File: src/rtl/atm_pkg.sv
// atm_pkg: session FSM state encoding and reject reason codes, shared with the transaction FSM
package atm_pkg;
   localparam logic [2:0] ST_IDLE     = 3'd0;
   localparam logic [2:0] ST_LOOKUP   = 3'd1;
   localparam logic [2:0] ST_WAIT_PIN = 3'd2;
   localparam logic [2:0] ST_CHECK    = 3'd3;
   localparam logic [2:0] ST_AUTH     = 3'd4;
   localparam logic [2:0] ST_REJECT   = 3'd5;
   typedef enum logic [2:0] {
      ERR_NONE    = 3'd0,
      ERR_NO_ACC  = 3'd1,
      ERR_LOCKED  = 3'd2,
      ERR_TIMEOUT = 3'd3
   } err_e;
endpackage

File: src/rtl/atm_session_ctrl_timer.sv
// session_timer: saturating idle counter; expired flags that TIMEOUT_CYC-1 has been reached
module session_timer #(
   parameter int TIMEOUT_CYC = 1000
) (
   input  logic clk,
   input  logic rst_n,
   input  logic clr,
   input  logic en,
   output logic expired
);
   localparam int W = $clog2(TIMEOUT_CYC);
   localparam logic [W-1:0] LAST = W'(TIMEOUT_CYC - 1);
   logic [W-1:0] cnt_q, cnt_d;
   assign expired = cnt_q == LAST;
   always_comb cnt_d = clr ? '0 : (en && !expired) ? cnt_q + W'(1) : cnt_q;
   always_ff @(posedge clk or negedge rst_n) begin
      if (!rst_n) cnt_q <= '0;
      else        cnt_q <= cnt_d;
   end
endmodule

File: src/rtl/atm_session_ctrl.sv
// atm_session_ctrl: per-card session sequencer (account lookup, PIN check with lockout, idle timeout)
module atm_session_ctrl
   import atm_pkg::*;
#(
   parameter int NUM_ACC      = 10,
   parameter int MAX_ATTEMPTS = 3,
   parameter int TIMEOUT_CYC  = 1000
) (
   input  logic               clk,
   input  logic               rst_n,
   input  logic               card_in,
   input  logic [3:0]         acc_num,
   input  logic [15:0]        pin,
   input  logic               pin_valid,
   input  logic               activity,
   input  logic               logout,
   input  logic               unlock,
   input  logic [3:0]         unlock_idx,
   input  logic               auth_found,
   input  logic [3:0]         auth_index,
   input  logic [15:0]        exp_pin,
   output logic [3:0]         auth_acc_num,
   output logic [3:0]         pin_rd_idx,
   output logic               session_active,
   output logic [3:0]         acc_idx,
   output logic               pin_wrong,
   output logic [2:0]         attempts_left,
   output logic               eject,
   output logic [2:0]         err_code,
   output logic [NUM_ACC-1:0] lock_map
);
   localparam logic [2:0] ATT_MAX = 3'(MAX_ATTEMPTS);
   logic [2:0] state_q, state_d, attempts_q, attempts_d;
   logic [3:0] auth_acc_q, auth_acc_d, pin_rd_idx_q, pin_rd_idx_d, acc_idx_q, acc_idx_d;
   logic [15:0] pin_q, pin_d;
   logic pin_wrong_q, pin_wrong_d, session_q, session_d, eject_q, eject_d;
   err_e err_q, err_d;
   logic [NUM_ACC-1:0] lock_q, lock_d;
   logic lock_set, acc_locked, tmr_clr, tmr_en, tmr_exp;
   session_timer #(.TIMEOUT_CYC(TIMEOUT_CYC)) u_timer (
      .clk(clk), .rst_n(rst_n), .clr(tmr_clr), .en(tmr_en), .expired(tmr_exp)
   );
   // Set is applied after clear so a lockout in the same cycle as an admin unlock sticks
   always_comb begin
      acc_locked = 1'b0;
      lock_d = lock_q;
      for (int i = 0; i < NUM_ACC; i++) begin
         acc_locked = acc_locked | (lock_q[i] & (auth_index == 4'(i)));
         if (unlock && unlock_idx == 4'(i)) lock_d[i] = 1'b0;
         if (lock_set && pin_rd_idx_q == 4'(i)) lock_d[i] = 1'b1;
      end
   end
   always_comb begin
      state_d = state_q;
      auth_acc_d = auth_acc_q;
      pin_rd_idx_d = pin_rd_idx_q;
      pin_d = pin_q;
      acc_idx_d = acc_idx_q;
      attempts_d = attempts_q;
      err_d = err_q;
      pin_wrong_d = 1'b0;
      lock_set = 1'b0;
      tmr_clr = 1'b0;
      tmr_en = 1'b0;
      if (state_q != ST_IDLE && !card_in) begin
         state_d = ST_IDLE;
      end else begin
         case (state_q)
            ST_IDLE: if (card_in) begin
               auth_acc_d = acc_num;
               err_d = ERR_NONE;
               state_d = ST_LOOKUP;
            end
            ST_LOOKUP: if (!auth_found) begin
               err_d = ERR_NO_ACC;
               state_d = ST_REJECT;
            end else if (acc_locked) begin
               err_d = ERR_LOCKED;
               state_d = ST_REJECT;
            end else begin
               pin_rd_idx_d = auth_index;
               attempts_d = ATT_MAX;
               tmr_clr = 1'b1;
               state_d = ST_WAIT_PIN;
            end
            ST_WAIT_PIN: begin
               tmr_en = 1'b1;
               if (pin_valid) begin
                  pin_d = pin;
                  state_d = ST_CHECK;
               end else if (tmr_exp) begin
                  err_d = ERR_TIMEOUT;
                  state_d = ST_REJECT;
               end
            end
            ST_CHECK: if (pin_q == exp_pin) begin
               acc_idx_d = pin_rd_idx_q;
               tmr_clr = 1'b1;
               state_d = ST_AUTH;
            end else begin
               attempts_d = attempts_q - 3'd1;
               pin_wrong_d = 1'b1;
               lock_set = attempts_q == 3'd1;
               err_d = lock_set ? ERR_LOCKED : err_q;
               tmr_clr = !lock_set;
               state_d = lock_set ? ST_REJECT : ST_WAIT_PIN;
            end
            ST_AUTH: begin
               tmr_en = 1'b1;
               if (logout) begin
                  state_d = ST_IDLE;
               end else if (activity) begin
                  tmr_clr = 1'b1;
               end else if (tmr_exp) begin
                  err_d = ERR_TIMEOUT;
                  state_d = ST_REJECT;
               end
            end
            ST_REJECT: state_d = ST_REJECT;
            default: state_d = ST_IDLE;
         endcase
      end
      session_d = state_d == ST_AUTH;
      eject_d = state_d == ST_REJECT;
   end
   always_ff @(posedge clk or negedge rst_n) begin
      if (!rst_n) begin
         state_q <= ST_IDLE;
         auth_acc_q <= '0;
         pin_rd_idx_q <= '0;
         pin_q <= '0;
         acc_idx_q <= '0;
         attempts_q <= ATT_MAX;
         err_q <= ERR_NONE;
         pin_wrong_q <= 1'b0;
         session_q <= 1'b0;
         eject_q <= 1'b0;
         lock_q <= '0;
      end else begin
         state_q <= state_d;
         auth_acc_q <= auth_acc_d;
         pin_rd_idx_q <= pin_rd_idx_d;
         pin_q <= pin_d;
         acc_idx_q <= acc_idx_d;
         attempts_q <= attempts_d;
         err_q <= err_d;
         pin_wrong_q <= pin_wrong_d;
         session_q <= session_d;
         eject_q <= eject_d;
         lock_q <= lock_d;
      end
   end
   assign auth_acc_num = auth_acc_q;
   assign pin_rd_idx = pin_rd_idx_q;
   assign session_active = session_q;
   assign acc_idx = acc_idx_q;
   assign pin_wrong = pin_wrong_q;
   assign attempts_left = attempts_q;
   assign eject = eject_q;
   assign err_code = err_q;
   assign lock_map = lock_q;
endmodule

File: config.mk
export PLATFORM = sky130hd
export DESIGN_NAME = atm_session_ctrl
export DESIGN_NICKNAME = d
export VERILOG_FILES = /design/src/rtl/atm_pkg.sv /design/src/rtl/atm_session_ctrl_timer.sv /design/src/rtl/atm_session_ctrl.sv
export SDC_FILE = /design/constraint.sdc
export NUM_CORES = 1
export LEC_CHECK = 0
export CAP_MARGIN = 20
export CORE_UTILIZATION = 45
export CTS_CLUSTER_DIAMETER = 150
export DETAILED_ROUTE_END_ITERATION = 7
export GPL_ROUTABILITY_DRIVEN = 0
export GPL_TIMING_DRIVEN = 0
export PLACE_DENSITY = 0.72
export SLEW_MARGIN = 20
export SYNTH_ARGS = -nofsm -noshare
export SYNTH_HDL_FRONTEND = slang
export SYNTH_SLANG_ARGS = --single-unit
File: constraint.sdc
create_clock -name clk -period 2.4 [get_ports clk]
set_clock_uncertainty 0.1 [all_clocks]
set_input_delay 0.72 -clock clk [delete_from_list [all_inputs] [get_ports clk]]
set_output_delay 0.72 -clock clk [all_outputs]
set_load 0.03 [all_outputs]
==> results of run 1 <==
-- power by group through the flow --
stage	Clock [mW]	Sequential, mW	Combinational (mW)
after floorplan	0	1.71	0.823
after global placement	0	1.53	1.50
after detailed placement	0	1.54	1.55
after CTS	0.813	1.52	1.59
after global routing	0.861	1.57	1.72
final	0.793	1.53	1.60
-- final timing paths --
kind                       slack (ns)                         start  cells past startpoint                      endpoint
max in group asynchronous        1.62                         rst_n                      2  attempts_left[0]$_DFFE_PN1P_
min in group clk                 0.39       err_code[1]$_DFFE_PN0P_                      1       err_code[1]$_DFFE_PN0P_
min reg2reg                      0.39       err_code[1]$_DFFE_PN0P_                      1       err_code[1]$_DFFE_PN0P_
max                              0.04  attempts_left[1]$_DFFE_PN1P_                      1              attempts_left[1]
max reg2reg                      0.15          state_q[2]$_DFF_PN0_                      7         pin_q[15]$_DFFE_PN0P_
min                              0.07                         rst_n                      1       lock_map[5]$_DFFE_PN0P_
-- placed cells by master (no fill, tap or decap), drive strengths merged, types with 8 or more instances in the layout --
cell type,n
o21ai,17
buf,12
xor2,24
dlymetal6s2s,8
nor2,21
nand2,18
nand2b,10
dfrtp,57
clkbuf,15
clkdlybuf4s50,62
dlygate4sd2,8
mux2,32
-- cell usage after synthesis (5+ instances only) --
cell / count / area share (%)
o21ai_0: 17 / 2.7
nor4_1: 5 / 1.0
dfrtp_1: 57 / 46
nand4_1: 6 / 1.2
xor2_1: 24 / 6.8
nand3_1: 7 / 1.1
mux2_2: 26 / 9.4
nand2b_1: 9 / 1.8
and3_1: 5 / 1.0
a21oi_1: 7 / 1.1
nand2_1: 18 / 2.2
nor2_1: 20 / 2.4
-- through the flow --
stage                     setup TNS (ns)  std cells  worst slack [ns]
after floorplan                   -0.179        281           -0.0358
after global placement           -107.03        438             -1.39
after detailed placement          -28.14        439            -0.789
after CTS                              0        459           0.00107
after global routing                   0        459           0.00207
final                                  0        459            0.0421
-- metal layers --
layer / part of all wire [%] / track usage [%] / routed length (um) / vias to the layer above
li1: - / - / - / 1195
met1: 44 / 29.6 / 3310 / 1218
met2: 50 / 38.7 / 3780 / 81
met3: 5.0 / 5.06 / 383 / 13
met4: 1.6 / 8.94 / 122 / 0
met5: 0 / 0 / 0 / -
-- cell families after synthesis --
logic type / Yosys count / share of synthesized area [%]
buffers and inverters: 14 / 2.86
XOR/XNOR: 25 / 7.04
AO/OA/AOI/OAI: 43 / 9.41
AND/OR/NAND/NOR: 99 / 17.7
flip-flops: 59 / 47.5
adder cells (fa/ha/maj): 3 / 1.21
other: 1 / 0.121
multiplexers: 37 / 14.1
-- layout make-up --
| class | count | area [um^2] |
|---|---|---|
| clock inverters | 5 | 28.8 |
| fillers | 528 | 2150 |
| clock buffers | 11 | 141 |
| repair buffers | 85 | 877 |
| multi-input cells | 208 | 1630 |
| flip-flops and latches | 59 | 1480 |
| well taps | 77 | 96.3 |
| inverters | 5 | 18.8 |
| plain buffers | 9 | 73.8 |
-- state kept, by name (all words and copies together), names as in the netlist --
register,count
attempts_left,3
lock_map,10
auth_acc_num,4
acc_idx,4
session_active,1
pin_wrong,1
state_q,3
err_code,2
pin_rd_idx,4
u_timer.cnt_q,10
pin_q,16
eject,1
-- repair_timing --
item | CTS | global route
endpoints found under the setup margin | 39 | 31
setup buffers | 4 | 0
resized for setup | 16 | 22
pin swaps | 11 | 12
==> flow_summary.toml, run 1 <==
[power_and_ir_drop]
seqPwrFrac_pct = 39.0
peakVddDrop_mv = 0.543
p_int_mw = 2.46
switching_power_mw = 1.46
switching_share_pct = 37.3
power_mw = 3.92
power_frac_comb_pct = 40.7
p_per_area_nw_per_um2 = 903
leakage_nw = 1.96
clockPowerShare_pct = 20.2

[yosys]
syn_area_um2 = 3110
avgSynthCellArea_um2 = 11.1
synth_fp_nets = 336
async_flop_share_pct = 100
yosysWarnings = 0
yosysUniqueCellTypes = 59
synth_flop_cell = "dfrtp_1"
postSynthCellCount = 281
synth_edf_count = 0
seq_area_frac_synth_pct = 47.5
ys_ff_latch = 59

[clock_tree]
h-tree-depth = 3
cts_root_buf = "clkbuf_8"
path_clk_slew_ns = 0.07
clkSinkCount = 59
cts.hold.buffers_added = 0
cts_tree = "done"
clk_latency_ns = 0.34
clock_path_buffers = 2
numCtsBuffers = 9

[drt]
first_pass_iters = 4
drt_iter0_drc = 138
wl_per_cell_um = 16.5
drtAntennaViolNets = 0
num_vias = 2507
wl_um = 7600
via_per_inst = 5.46
drc_errors = 0

[die]
rows = 29
die_area_um2 = 7250
die_w_um = 85.1
core-area_um2 = 6490
io_pins = 83
initial_core_util_pct = 47.9
die-height_um = 85.1

[critical_path]
arrival_ns = 1.54
crit_buf_inv = 1
endpoint_kind = "primary output"
crit_family = "buffers and inverters"
path_class = "flop to primary output"
cp_max_fo = 2
crit_slowest_cell = "clkdlybuf4s50_1"
critPathMaxStageDelay_ns = 0.66
crit_path_start_kind = "flop"
path_cells = "clkdlybuf4s50_1"
worstPathRequired_ns = 1.58

[finish]
fin_nets = 432
final_core_util_pct = 66.9
area_growth_pct = 39.7
antenna_cells = 0
design_area_um2 = 4350
layout-drive-gt1-share_pct = 22.8

[global_route]
grt_overflow = 0
grt_use_total_pct = 23.2
grt_max_degree = 58
grt_pass1_wl_um = 13000
antenna_found_initial = 0
grt_pass1_vias = 2658

[sta]
finalCriticalPeriod_ns = 2.36
slew_violations = 0
fmax_mhz = 424
setup_viol = 0
rsz0062_at_grt = "no"
hold_slack_ns = 0.0707
finalHoldViolations = 0
post-route-period-util_pct = 98.2

[hold_path]
hp-class = "input port to asynchronous set/reset pin"

[placed_design]
post_dp_cell_area_um2 = 4060
hpwl_um = 5560
port_buffers = 80

[outcome]
status = "complete, no violations"

[job]
cap_violations = 0
No activity file was read; power rests on OpenSTA's default activity.
==> run 2: changes to the inputs <==
CAP_MARGIN = not set   (was 20)
==> results of run 2 <==
No change in the layout: final DEF, timing and power equal those of run 1.
==> run 3: changes to the inputs <==
==> constraint.sdc (replaced) <==
create_clock -name clk -period 2.4 [get_ports clk]
set_clock_uncertainty 0.1 [all_clocks]
set_input_delay 0.48 -clock clk [delete_from_list [all_inputs] [get_ports clk]]
set_output_delay 0.48 -clock clk [all_outputs]
set_load 0.03 [all_outputs]
==> flow_summary.toml, run 3 (synthesis gave the netlist of run 1 again) <==
[outcome]
status = "complete, no violations"

[global_route]
grt_pass1_wl_um = 11800
grt_max_degree = 58
grt_overflow = 0
grt_use_total_pct = 21.1
grt_pass1_vias = 2456
antenna_found_initial = 0

[clock_tree]
path_clk_slew_ns = 0.07
cts_tree = "done"
h-tree-depth = 3
clock_path_buffers = 2
cts_root_buf = "clkbuf_8"
clkSinkCount = 59
numCtsBuffers = 9
clk_latency_ns = 0.33

[critical_path]
reg2regPathDepth = 5
worstPathRequired_ns = 2.52
cp_max_fo = 5
r2r_start = "attempts_left[0]$_DFFE_PN1P_"
path_cells = "clkdlybuf4s50_1 > mux2_2 > nand3_1 > o2111ai_4 > nand2b_4 > nor2b_4 > mux2_4"
rrSetupSlack_ns = 0.17
crit_path_start_kind = "input port"
reg2reg_to = "lock_map[3]$_DFFE_PN0P_"
crit_buf_inv = 1
crit_slowest_cell = "clkdlybuf4s50_1"
path_class = "input port to flop"
crit_family = "multiplexers"
arrival_ns = 2.45
critPathMaxStageDelay_ns = 0.59
endpoint_kind = "flop"

[finish]
antenna_cells = 0
finalNonFillerCells = 458
largest_reg_flops = 16
layout-drive-gt1-share_pct = 18.9
final_cell_mix = "clkdlybuf4s50_1 (78), dfrtp_1 (57), mux2_2 (26)"
fillers = 512
largest_register = "pin_q"
final_common_cell = "clkdlybuf4s50_1"
fin_nets = 431
area_growth_pct = 38.2

[placed_design]
hpwl_um = 5060
port_buffers = 80
dp_slack_ns = -0.474
placedCellCount = 439

[sta]
hold_slack_ns = 0.320
fin_ws_ns = 0.0717
finalCriticalPeriod_ns = 2.33
finalHoldViolations = 0
setup_viol = 0
fmax_mhz = 429
slew_violations = 0
post-route-period-util_pct = 97.0
rsz0062_at_grt = "no"

[die]
io_pins = 83
die_area_um2 = 7250
die_w_um = 85.1
initial_core_util_pct = 47.9
die-height_um = 85.1
core-area_um2 = 6490
rows = 29

[power_and_ir_drop]
p_per_area_nw_per_um2 = 914
seqPwrFrac_pct = 38.7
peakVddDrop_mv = 0.717
switching_share_pct = 35.3
p_int_mw = 2.54
clockPowerShare_pct = 21.9
switching_power_mw = 1.39
leakage_nw = 1.86
power_frac_comb_pct = 39.4

[hold_path]
holdPathEnd = "pin_rd_idx[1]$_DFFE_PN0P_"
hp-class = "input port to flop"
holdCritStartpoint = "auth_index[1]"
hold_depth = 2

[drt]
first_pass_iters = 4
wl_um = 7020
drc_errors = 0
num_vias = 2463
drtAntennaViolNets = 0
drt_iter0_drc = 104
via_per_inst = 5.38
wl_per_cell_um = 15.3

[job]
cap_violations = 0
run 3: metal layers:
layer  GRT usage (%)  part of all wire (%)
met5               0                     0
met4            9.24                   1.5
met3            4.18                   5.8
met2            33.1                    46
met1            28.3                    47
run 3: power groups by stage:
stage               logic [mW]  clock network [mW]  registers, mW
global route              1.70               0.924           1.57
global placement          1.49                   0           1.52
detailed placement        1.52                   0           1.54
floorplan                0.813                   0           1.71
CTS                       1.53               0.881           1.52
finish                    1.55               0.862           1.52
run 3: how the worst max path moves through the flow:
| stage | startpoint | endpoint | slack [ns] | cells past startpoint |
|---|---|---|---|---|
| 2_1_floorplan | auth_index[1] | err_code[0]$_DFFE_PN0P_ | 0.20 | 7 |
| 3_3_place_gp | rst_n | auth_acc_num[0]$_DFFE_PN0P_ | -1.14 | 1 |
| 3_5_place_dp | exp_pin[5] | u_timer.cnt_q[0]$_DFFE_PN0P_ | -0.47 | 7 |
| 4_1_cts | auth_index[2] | err_code[1]$_DFFE_PN0P_ | 0.003 | 6 |
| 5_1_grt | exp_pin[14] | session_active$_DFF_PN0_ | 0.02 | 9 |
| 6_report | auth_index[0] | pin_rd_idx[1]$_DFFE_PN0P_ | 0.07 | 7 |
run 3: what timing repair did:
item	in CTS	in global routing
resized for setup	1	5
endpoints found under the setup margin	17	26
setup buffers	2	1
hold endpoints to repair	2	0
pin swaps	1	1
gates cloned	0	0
hold buffers	1	0
run 3: worst register-to-register path: cells and delay by family (launching register included):
| kind | cells | cell delay, ns |
|---|---|---|
| AOI/OAI and AO/OA | 1 | 0.19 |
| adders and majority gates | 1 | 0.13 |
| DFF | 1 | 0.55 |
| and+or+nand+nor | 3 | 1.19 |
run 3: cell type report:
cell class                      instances  area [um^2]  share of cell area [%]
Multi-Input combinational cell        208         1580                    36.6
Buffer                                  8         65.1                    1.51
Inverter                                5         18.8                   0.437
Timing Repair Buffer                   85          873                    20.3
Tap cell                               77         96.3                    2.24
Sequential cell                        59         1480                    34.4
Clock inverter                          1         5.00                   0.116
Clock buffer                           15          186                    4.34
run 3: through the flow:
step | total power [mW] | setup TNS, ns | area, um^2 | utilization, %
2_1_floorplan | 2.52 | 0 | 3110 | -
3_3_place_gp | 3.02 | -78.08 | 4010 | 61.7
3_5_place_dp | 3.06 | -12.97 | 4030 | 62.1
4_1_cts | 3.93 | 0 | 4260 | 65.6
5_1_grt | 4.19 | 0 | 4300 | 66.2
6_report | 3.93 | 0 | 4300 | 66.2
